<file path="src/rtl/bus_ctrl_sequencer_pkg.sv">
// Shared types and constants for the bus control microsequencer: state encoding,
// opcodes, bus source indices and the decoded control-strobe bundle.
package bus_ctrl_sequencer_pkg;

   typedef enum logic [3:0] {
      ST_IDLE, ST_T0, ST_T1, ST_T2, ST_T3, ST_T4, ST_T5, ST_T6, ST_END
   } state_t;

   localparam logic [4:0] OP_ADD  = 5'd3;
   localparam logic [4:0] OP_SUB  = 5'd4;
   localparam logic [4:0] OP_SHR  = 5'd5;
   localparam logic [4:0] OP_SHL  = 5'd6;
   localparam logic [4:0] OP_ROR  = 5'd7;
   localparam logic [4:0] OP_ROL  = 5'd8;
   localparam logic [4:0] OP_AND  = 5'd9;
   localparam logic [4:0] OP_OR   = 5'd10;
   localparam logic [4:0] OP_MUL  = 5'd15;
   localparam logic [4:0] OP_DIV  = 5'd16;
   localparam logic [4:0] OP_NEG  = 5'd17;
   localparam logic [4:0] OP_NOT  = 5'd18;
   localparam logic [4:0] OP_MFHI = 5'd24;
   localparam logic [4:0] OP_MFLO = 5'd25;

   // Bus source indices above the register file, shared with the bus encoder/mux
   localparam logic [4:0] SRC_HI     = 5'd16;
   localparam logic [4:0] SRC_LO     = 5'd17;
   localparam logic [4:0] SRC_ZHI    = 5'd18;
   localparam logic [4:0] SRC_ZLO    = 5'd19;
   localparam logic [4:0] SRC_PC     = 5'd20;
   localparam logic [4:0] SRC_MDR    = 5'd21;
   localparam logic [4:0] SRC_INPORT = 5'd22;
   localparam logic [4:0] SRC_C      = 5'd23;

   typedef struct packed {
      logic [31:0] bus_drive;
      logic [15:0] r_in;
      logic        pc_in;
      logic        mar_in;
      logic        mdr_in;
      logic        ir_in;
      logic        y_in;
      logic        z_in;
      logic        hi_in;
      logic        lo_in;
      logic        inc_pc;
      logic        mem_read;
      logic [4:0]  alu_op;
      logic        done;
      logic        illegal;
   } ctrl_t;

   function automatic logic [31:0] src_sel(input logic [4:0] idx);
      return 32'd1 << idx;
   endfunction

   function automatic logic is_alu(input logic [4:0] op);
      return op inside {OP_ADD, OP_SUB, OP_SHR, OP_SHL, OP_ROR, OP_ROL,
                        OP_AND, OP_OR, OP_NEG, OP_NOT};
   endfunction

   function automatic logic is_muldiv(input logic [4:0] op);
      return op inside {OP_MUL, OP_DIV};
   endfunction

endpackage

</file>
<file path="src/rtl/bus_ctrl_decode.sv">
// Combinational map from sequencer state and IR fields to the control strobes.
// Only one bus source is ever selected; T1 drives Zlow only on its first cycle.
module bus_ctrl_decode
   import bus_ctrl_sequencer_pkg::*;
(
   input  state_t     state,
   input  logic       t1_first,
   input  logic [4:0] opcode,
   input  logic [3:0] ra,
   input  logic [3:0] rb,
   input  logic [3:0] rc,
   output ctrl_t      ctrl
);

   logic [15:0] ra_hot;

   genvar gi;
   generate
      for (gi = 0; gi < 16; gi++) begin : g_ra_hot
         assign ra_hot[gi] = (ra == 4'(gi));
      end
   endgenerate

   always_comb begin
      ctrl = '0;
      case (state)
         ST_T0: begin
            ctrl.bus_drive = src_sel(SRC_PC);
            ctrl.mar_in    = 1'b1;
            ctrl.inc_pc    = 1'b1;
            ctrl.z_in      = 1'b1;
         end
         ST_T1: begin
            ctrl.mem_read = 1'b1;
            ctrl.mdr_in   = 1'b1;
            // PC must advance exactly once no matter how long memory stalls
            if (t1_first) begin
               ctrl.bus_drive = src_sel(SRC_ZLO);
               ctrl.pc_in     = 1'b1;
            end
         end
         ST_T2: begin
            ctrl.bus_drive = src_sel(SRC_MDR);
            ctrl.ir_in     = 1'b1;
         end
         ST_T3: begin
            if (is_alu(opcode) || is_muldiv(opcode)) begin
               ctrl.bus_drive = src_sel({1'b0, rb});
               ctrl.y_in      = 1'b1;
            end else if (opcode == OP_MFHI) begin
               ctrl.bus_drive = src_sel(SRC_HI);
               ctrl.r_in      = ra_hot;
               ctrl.done      = 1'b1;
            end else if (opcode == OP_MFLO) begin
               ctrl.bus_drive = src_sel(SRC_LO);
               ctrl.r_in      = ra_hot;
               ctrl.done      = 1'b1;
            end else begin
               ctrl.illegal = 1'b1;
            end
         end
         ST_T4: begin
            ctrl.bus_drive = src_sel({1'b0, rc});
            ctrl.alu_op    = opcode;
            ctrl.z_in      = 1'b1;
         end
         ST_T5: begin
            ctrl.bus_drive = src_sel(SRC_ZLO);
            if (is_muldiv(opcode)) begin
               ctrl.lo_in = 1'b1;
            end else begin
               ctrl.r_in = ra_hot;
               ctrl.done = 1'b1;
            end
         end
         ST_T6: begin
            ctrl.bus_drive = src_sel(SRC_ZHI);
            ctrl.hi_in     = 1'b1;
            ctrl.done      = 1'b1;
         end
         default: ;
      endcase
   end

endmodule

</file>
<file path="src/rtl/bus_ctrl_sequencer.sv">
// Single-bus datapath microsequencer: fetch T0-T2, execute T3-T6, END.
// Optional memory-timeout fault enabled by defining BUS_SEQ_MEM_TIMEOUT_EN.
module bus_ctrl_sequencer
   import bus_ctrl_sequencer_pkg::*;
#(
   parameter int          MEM_TIMEOUT = 16,
   parameter logic [31:0] PC_RESET    = 32'h0
) (
   input  logic        clock,
   input  logic        clear,
   input  logic        run,
   input  logic        start,
   input  logic [31:0] ir,
   input  logic        mem_ready,
   output logic [31:0] bus_drive,
   output logic [15:0] r_in,
   output logic        pc_in,
   output logic        mar_in,
   output logic        mdr_in,
   output logic        ir_in,
   output logic        y_in,
   output logic        z_in,
   output logic        hi_in,
   output logic        lo_in,
   output logic        inc_pc,
   output logic        mem_read,
   output logic [4:0]  alu_op,
   output logic        busy,
   output logic        done,
   output logic        illegal,
   output logic        fault,
   output logic [31:0] pc_init
);

   state_t state_reg, state_next;
   logic   t1_first_reg;
   logic   timeout;
   logic   fault_flag;
   ctrl_t  ctrl_dec, ctrl_out;

   logic [14:0] unused_ir;
   assign unused_ir = ir[14:0];

`ifdef BUS_SEQ_MEM_TIMEOUT_EN
   localparam int CNT_W = $clog2(MEM_TIMEOUT + 1);
   logic [CNT_W-1:0] wait_cnt_reg;
   logic             fault_reg;

   assign timeout = (state_reg == ST_T1) && !mem_ready &&
                    (wait_cnt_reg == CNT_W'(MEM_TIMEOUT - 1));

   always_ff @(posedge clock) begin
      if (clear) begin
         wait_cnt_reg <= '0;
         fault_reg    <= 1'b0;
      end else begin
         if (state_reg != ST_T1)
            wait_cnt_reg <= '0;
         else if (!mem_ready)
            wait_cnt_reg <= wait_cnt_reg + CNT_W'(1);
         if (timeout)
            fault_reg <= 1'b1;
      end
   end
   assign fault_flag = fault_reg;
`else
   logic [31:0] unused_timeout;
   assign unused_timeout = 32'(MEM_TIMEOUT);
   assign timeout        = 1'b0;
   assign fault_flag     = 1'b0;
`endif

   always_ff @(posedge clock) begin
      if (clear) begin
         state_reg    <= ST_IDLE;
         t1_first_reg <= 1'b0;
      end else begin
         state_reg    <= state_next;
         t1_first_reg <= (state_reg != ST_T1);
      end
   end

   always_comb begin
      state_next = state_reg;
      case (state_reg)
         ST_IDLE: if ((start || run) && !fault_flag) state_next = ST_T0;
         ST_T0:   state_next = ST_T1;
         ST_T1: begin
            if (mem_ready)    state_next = ST_T2;
            else if (timeout) state_next = ST_IDLE;
         end
         ST_T2:   state_next = ST_T3;
         ST_T3:   state_next = (is_alu(ir[31:27]) || is_muldiv(ir[31:27])) ? ST_T4 : ST_END;
         ST_T4:   state_next = ST_T5;
         ST_T5:   state_next = is_muldiv(ir[31:27]) ? ST_T6 : ST_END;
         ST_T6:   state_next = ST_END;
         ST_END:  state_next = run ? ST_T0 : ST_IDLE;
         default: state_next = ST_IDLE;
      endcase
   end

   bus_ctrl_decode u_decode (
      .state    (state_reg),
      .t1_first (t1_first_reg),
      .opcode   (ir[31:27]),
      .ra       (ir[26:23]),
      .rb       (ir[22:19]),
      .rc       (ir[18:15]),
      .ctrl     (ctrl_dec)
   );

   // Strobes are forced off while clear is high so no partial writeback can escape
   assign ctrl_out  = clear ? '0 : ctrl_dec;
   assign bus_drive = ctrl_out.bus_drive;
   assign r_in      = ctrl_out.r_in;
   assign pc_in     = ctrl_out.pc_in;
   assign mar_in    = ctrl_out.mar_in;
   assign mdr_in    = ctrl_out.mdr_in;
   assign ir_in     = ctrl_out.ir_in;
   assign y_in      = ctrl_out.y_in;
   assign z_in      = ctrl_out.z_in;
   assign hi_in     = ctrl_out.hi_in;
   assign lo_in     = ctrl_out.lo_in;
   assign inc_pc    = ctrl_out.inc_pc;
   assign mem_read  = ctrl_out.mem_read;
   assign alu_op    = ctrl_out.alu_op;
   assign done      = ctrl_out.done;
   assign illegal   = ctrl_out.illegal;
   assign busy      = !clear && (state_reg != ST_IDLE);
   assign fault     = fault_flag;
   assign pc_init   = PC_RESET;

endmodule

</file>
<file path="config.mk">
export PLATFORM = sky130hd
export DESIGN_NAME = bus_ctrl_sequencer
export DESIGN_NICKNAME = d
export VERILOG_FILES = /design/src/rtl/bus_ctrl_sequencer_pkg.sv /design/src/rtl/bus_ctrl_decode.sv /design/src/rtl/bus_ctrl_sequencer.sv
export SDC_FILE = /design/constraint.sdc
export NUM_CORES = 1
export LEC_CHECK = 0
export CORE_UTILIZATION = 33
export CTS_BUF_LIST = sky130_fd_sc_hd__clkbuf_2 sky130_fd_sc_hd__clkbuf_4 sky130_fd_sc_hd__clkbuf_8
export DETAILED_ROUTE_END_ITERATION = 10
export PLACE_DENSITY = 0.86
export SETUP_SLACK_MARGIN = 0.2
export SLEW_MARGIN = 20
export SYNTH_ARGS = -nofsm -noshare
export SYNTH_HDL_FRONTEND = slang
export SYNTH_SLANG_ARGS = --single-unit
</file>
<file path="constraint.sdc">
create_clock -name clock -period 6.3 [get_ports clock]
set_input_delay 1.89 -clock clock [delete_from_list [all_inputs] [get_ports clock]]
set_output_delay 1.89 -clock clock [all_outputs]
set_load 0.03 [all_outputs]
</file>
==> results.cfg <==
[outcome]
outcome = complete, no violations

[layout]
fill_cells = 411
layout-drive-gt1-share_pct = 10.5
nNetsFinal = 325
final_cell_area_sq_um = 2120
syn2layout_area_growth_pct = 53.0
stdcell_count = 337
antenna_cells = 0
largest_register_ffs = 4

[floorplanning]
start_util_pct = 34.6
coreArea_sq_um = 4000
chipWidth_um = 66.7
ioPinCount = 136
core.rowCount = 23
die-area_sq_um = 4450
chipHeight_um = 66.7

[yosys]
syn_area_sq_um = 1380
synth_edf_count = 0
ys_warn_count = 0
synthDistinctLibCells = 46
netlist_instances = 209
ys.flop_type = dfxtp_1
synth-seq-cells = 5
synth.area.top_cells = buf_4 (25%), nand2_1 (8.1%), dfxtp_1 (7.2%), nor2_1 (7.1%), o31ai_1 (6.5%)
synth_area_leader_cell = buf_4
async_reset_ff_share_pct = 0
yosysSeqAreaShare_pct = 7.24
synth_top_area_share_pct = 25.0
synth.avg_cell_area_sq_um = 6.62

[critical_path]
crit_family = buffers and inverters
reg2reg_to = state_reg[0]
cp_max_fo = 9
path_buf_inv = 3
r2r_cells = 5
crit_arrival_ns = 4.12
cp-start-kind = primary input
required_ns = 4.41
cp.depth = 8
regToRegSetupSlack_ns = 4.54
r2r-start = state_reg[1]
path_class = primary input to primary output
end_kind = primary output
crit_end = bus_drive[11]
crit_path_start = ir[28]
path_cells = clkdlybuf4s50_1 -> and2_1 -> xor2_1 -> a21oi_2 -> o21ai_4 -> buf_4 -> o31ai_1 -> dlygate4sd2_1
slowest_delay_ns = 0.55
crit_slowest_cell = clkdlybuf4s50_1

[route]
drt_pass1_iterations = 4
drt_iter0_drc = 51
drtAntennaViolNets = 0
num_vias = 1620
drc = 0
wirelength_um = 3990
via_per_inst = 4.81
wire_per_inst_um = 11.9

[grt]
grt_pass1_wl_um = 6110
first_global_vias = 1363
antenna_found_initial = 0
grt_usage_pct = 17.5
gr-total-overflow = 0
grt_start_max_net_pins = 20

[pwr]
switching_share_pct = 48.4
combPwrFrac_pct = 57.0
p_leak_uw = 0.00123
pwr-share-clk_pct = 23.4
internal-power_uw = 139
netSwitchingPower_uw = 130
seqPwrFrac_pct = 19.6
vdd_ir_drop_max_uv = 59.5
powerDensity_nw_per_um2 = 127

[clocking]
clock_latency_ns = 0.22
root_buffer = clkbuf_8
cts_buffer_depth = 2
cts_sinks = 5
ctsHoldBuffers = 0
cts.clk_slew.worst_paths_ns = 0.04
htreeDepth = 1
cts_tree = done
numCtsBuffers = 3

[timing]
fin_setup_tns_ns = 0
drv_slew = 0
holdWs_ns = 0.708
fin_crit_sh_pct = 95.4
worstMarginPinSlew_ns = 0.585
max_freq_mhz = 166
hold_viol = 0
setup_viol = 0
rsz0062_at_grt = yes
fin_crit_ns = 6.01
relSlewSlack_pct = 60.9
skew_ns = 0.00187

[run]
drv_cap = 0

[min_path]
hp-class = flip-flop to flip-flop

[place]
gp_congestion = 0.888
port_buffers = 77
placed_area_sq_um = 2010
dpl.hpwl_um = 3210
placed_cells = 331
## cell usage after synthesis, drive strengths merged (2+ instances only)
cell type / instances
o41ai: 3
nor4b: 2
nor2: 26
and4: 2
inv: 3
a31oi: 2
buf: 50
dfxtp: 5
nor4: 3
or4b: 2
and2: 6
or2: 2
o21ai: 5
clkbuf: 3
nor3b: 5
a21oi: 7
nand2: 30
nand3b: 2
or3: 3
o31ai: 12
nand2b: 9
and3: 3
nor3: 9
## worst min path at each step
stage                        end         start  slack [ns]  cells past startpoint
floorplan           t1_first_reg  state_reg[2]        0.59                      2
global route        state_reg[2]  state_reg[0]        0.74                      2
CTS                 state_reg[2]  state_reg[0]        0.71                      2
global placement    state_reg[2]  state_reg[0]        0.66                      2
finish              state_reg[2]  state_reg[0]        0.71                      2
detailed placement  state_reg[2]  state_reg[0]        0.70                      2
## layout make-up
class	count	area [sq um]	area share, %
Tap cell	50	62.6	2.96
Sequential cell	5	100	4.73
Timing Repair Buffer	85	846	40.0
Inverter	3	11.3	0.532
Clock buffer	4	48.8	2.31
Multi-Input combinational cell	190	1050	49.5
## tightest hold or removal path, cell delays in order, from the launching register on
cell and delay [ns]:
dfxtp_1 0.43, o21ai_0 0.13, a31oi_1 0.10
## metal layers
| layer | part of all wire [%] | up-vias | track usage [%] |
|---|---|---|---|
| met5 | 0 | - | 0 |
| met4 | 0.90 | 0 | 6.65 |
| met3 | 10 | 4 | 3.94 |
| met2 | 52 | 96 | 32.7 |
| met1 | 37 | 707 | 18.7 |
| li1 | - | 813 | - |
## power by group through the flow
stage          clock network, uW  logic [uW]  registers [uW]
6_report                    63.2         154            52.8
5_1_grt                     66.7         165            55.0
4_1_cts                     64.0         153            52.4
3_5_place_dp                   0         153            53.0
3_3_place_gp                   0         150            52.3
2_1_floorplan                  0         143            40.0
## repair_timing
item                                    CTS  global route
setup buffers                             0             2
gates resized for setup                  12            21
endpoints found under the setup margin   15            20
pin swaps                                 0             1
## kinds of logic (layout without fill, tap and decap cells)
logic type,count (synthesis),after routing,synth area share [%]
DFF,5,5,7.24
and+or+nand+nor,111,111,44.6
AOI/OAI and AO/OA,35,35,18.3
xor gates and xnor gates,1,1,0.634
other,1,43,0.271
buffers and inverters,56,92,29.0
## cell usage in the layout, fill, tap and decap left out, types with 2 or more instances in the layout
| master | Yosys | final |
|---|---|---|
| dfxtp_1 | 5 | 5 |
| a21oi_1 | 6 | 6 |
| nand2b_1 | 8 | 8 |
| a31oi_1 | 2 | 2 |
| nor2_1 | 26 | 26 |
| conb_1 | 1 | 43 |
| or4b_1 | 2 | 2 |
| nor3b_1 | 5 | 5 |
| dlygate4sd2_1 | 0 | 10 |
| and4_1 | 2 | 2 |
| nor3_1 | 6 | 6 |
| o31ai_1 | 12 | 12 |
| or3_1 | 2 | 2 |
| o21ai_0 | 4 | 4 |
| clkdlybuf4s50_1 | 0 | 41 |
| nand3b_1 | 2 | 2 |
| or2_2 | 2 | 2 |
| o41ai_1 | 3 | 3 |
| nor3_2 | 3 | 3 |
| clkbuf_8 | 0 | 3 |
| nand2_1 | 30 | 30 |
| nor4_1 | 3 | 3 |
| inv_1 | 3 | 3 |
| and3_1 | 3 | 3 |
| and2_1 | 6 | 6 |
| dlymetal6s2s_1 | 0 | 19 |
| buf_4 | 46 | 14 |
## metrics by stage
| step | util (%) | setup WS, ns | total power [uW] |
|---|---|---|---|
| global route | 52.9 | 0.139 | 287 |
| global placement | 50.4 | 0.132 | 202 |
| CTS | 51.4 | 0.210 | 270 |
| finish | 52.9 | 0.293 | 270 |
| detailed placement | 50.4 | 0.0712 | 205 |
| floorplan | - | 0.736 | 183 |
Power figures use the tool's default switching activity.
==> RTL change, RTL diff (same settings) <==
Add a define of `BUS_SEQ_MEM_TIMEOUT_EN`.
--- a/src/rtl/bus_ctrl_sequencer.sv
+++ b/src/rtl/bus_ctrl_sequencer.sv
@@ -1,5 +1,7 @@
 // Single-bus datapath microsequencer: fetch T0-T2, execute T3-T6, END.
 // Optional memory-timeout fault enabled by defining BUS_SEQ_MEM_TIMEOUT_EN.
+`define BUS_SEQ_MEM_TIMEOUT_EN
+
 module bus_ctrl_sequencer
    import bus_ctrl_sequencer_pkg::*;
 #(
Function: no difference found for any inputs over 10 cycles, from zero or initial values; that may be too few to reach the edited logic, so the function may still have changed.
==> RTL change against the unedited design <==
Synthesized area increased by 20%. Maximum frequency increased by 0.40%. Count of clock-buffer cells in the layout unchanged. Wire length increased by 9.3%. First-iteration DRC count increased by 2.0%. Total power increased by 35%. Via count increased by 10%. Critical path depth unchanged. Design area increased by 8.6%. Sequential cell count increased by 6. Die area increased by 20%. Synthesized cell count increased by 13%. Sequential share of layout area increased by 4.9 points. Worst setup slack improved by 24 ps. Critical endpoint is now bus_drive[0]. Largest cell class unchanged.
==> RTL change: results (changes against the unedited design) <==
[placed_design]
gp_congestion=0.918  ; +3.4%
dp_hpwl_um=3410  ; +6.2%
port_buffers=78  ; +1.3%
post-place-ws_ps=86.3  ; +15.1 ps

[cells_and_area]
largest_reg_flops=5  ; +1
drive_gt1_share_pct=11.7  ; +1.2 points
nNetsFinal=348  ; +7.1%

[global_route]
grt_pass1_wl_um=6700  ; +9.7%
grt_max_degree=23  ; +15%
use_met3_pct=2.90  ; -1.0 points
grt_pass1_vias=1520  ; +12%
grtUsageTotal_pct=15.7  ; -1.7 points
grt_use_met1_pct=20.1  ; +1.5 points
use_met2_pct=25.9  ; -6.8 points

[route]
drtIter0Drc=52  ; +2.0%
via_count=1789  ; +10%
drtPass1Iterations=4  ; unchanged
drt_wl_total_um=4370  ; +9.3%
wl_met2_um=2040  ; -1.4%
wl_met3_um=340  ; -19%
wl_met1_um=1940  ; +32%

[status]
status=finished, final reports clean

[critical_path]
crit_path_max_incr_delay_ps=520  ; -30 ps
crit_path_start=ir[30]
critPathMaxFanout=17  ; +8
critPathCapture=bus_drive[0]
rr_endpoint=wait_cnt_reg[0]$_SDFFE_PN0N_
reg2reg_slack_ps=4700  ; +160 ps
arrival_ps=4090  ; -30 ps
ff2ff_path_depth=3  ; -2

[synthesis]
synth_compound_area_share_pct=16.0  ; -2.3 points
synth_area_leaders=buf_4 (20%), dfxtp_1 (13%), nor2_1 (6.8%), nand2_1 (5.4%), o31ai_1 (5.4%)
synth-seq-area-share_pct=13.3  ; +6.0 points
ys_types=48  ; +4.3%
synth_xor_area_share_pct=2.11  ; +1.5 points
muxShareOfSynthArea_pct=1.28  ; +1.3 points
synthAdderAreaFrac_pct=1.51  ; +1.5 points

[power]
peakVddDrop_mv=0.144  ; +140%
p_leak_nw=1.03  ; -16%

[hold_path]
min_from=wait_cnt_reg[4]$_SDFFE_PN0N_

[clock_tree]
cts_buffers=3  ; unchanged
clk_transition_reported_paths_ps=50
clk-insertion-delay-late_ps=250  ; +30 ps
cts_resized=19  ; +7

[timing]
skew_ps=4.10  ; +2.23 ps
whs_ps=488  ; -220 ps
layout_min_cycle_time_ps=5980  ; -23.9 ps
slew_headroom_pct=54.6  ; -6.3 points

RTL change: report_power, final:
part	internal (mW)	leakage, nW	switching (mW)
registers	0.0777	0.0895	0.0296
clock network	0.0490	0.0262	0.0293
logic	0.0658	0.914	0.112
total	0.192	1.03	0.171
RTL change: cell type report:
cell class,count,area (sq um)
Clock buffer,4,48.8
Fill cell,498,2490
Inverter,4,15.0
Multi-Input combinational cell,207,1180
Sequential cell,11,220
Tap cell,67,83.8
Timing Repair Buffer,82,749
RTL change: metrics by stage:
step                instances  instance area (sq um)  total power [mW]  util, %
CTS                       375                   2290             0.363     47.9
finish                    375                   2300             0.364     48.0
global placement          371                   2270             0.281     47.4
detailed placement        371                   2270             0.285     47.4
floorplan                 277                   1820             0.256        -
global route              375                   2300             0.386     48.0
RTL change: worst min-delay path, cell delays in order, from the launching register on:
cell and delay (ps):
dfxtp_1 320, a21oi_1 60, nor2_1 70
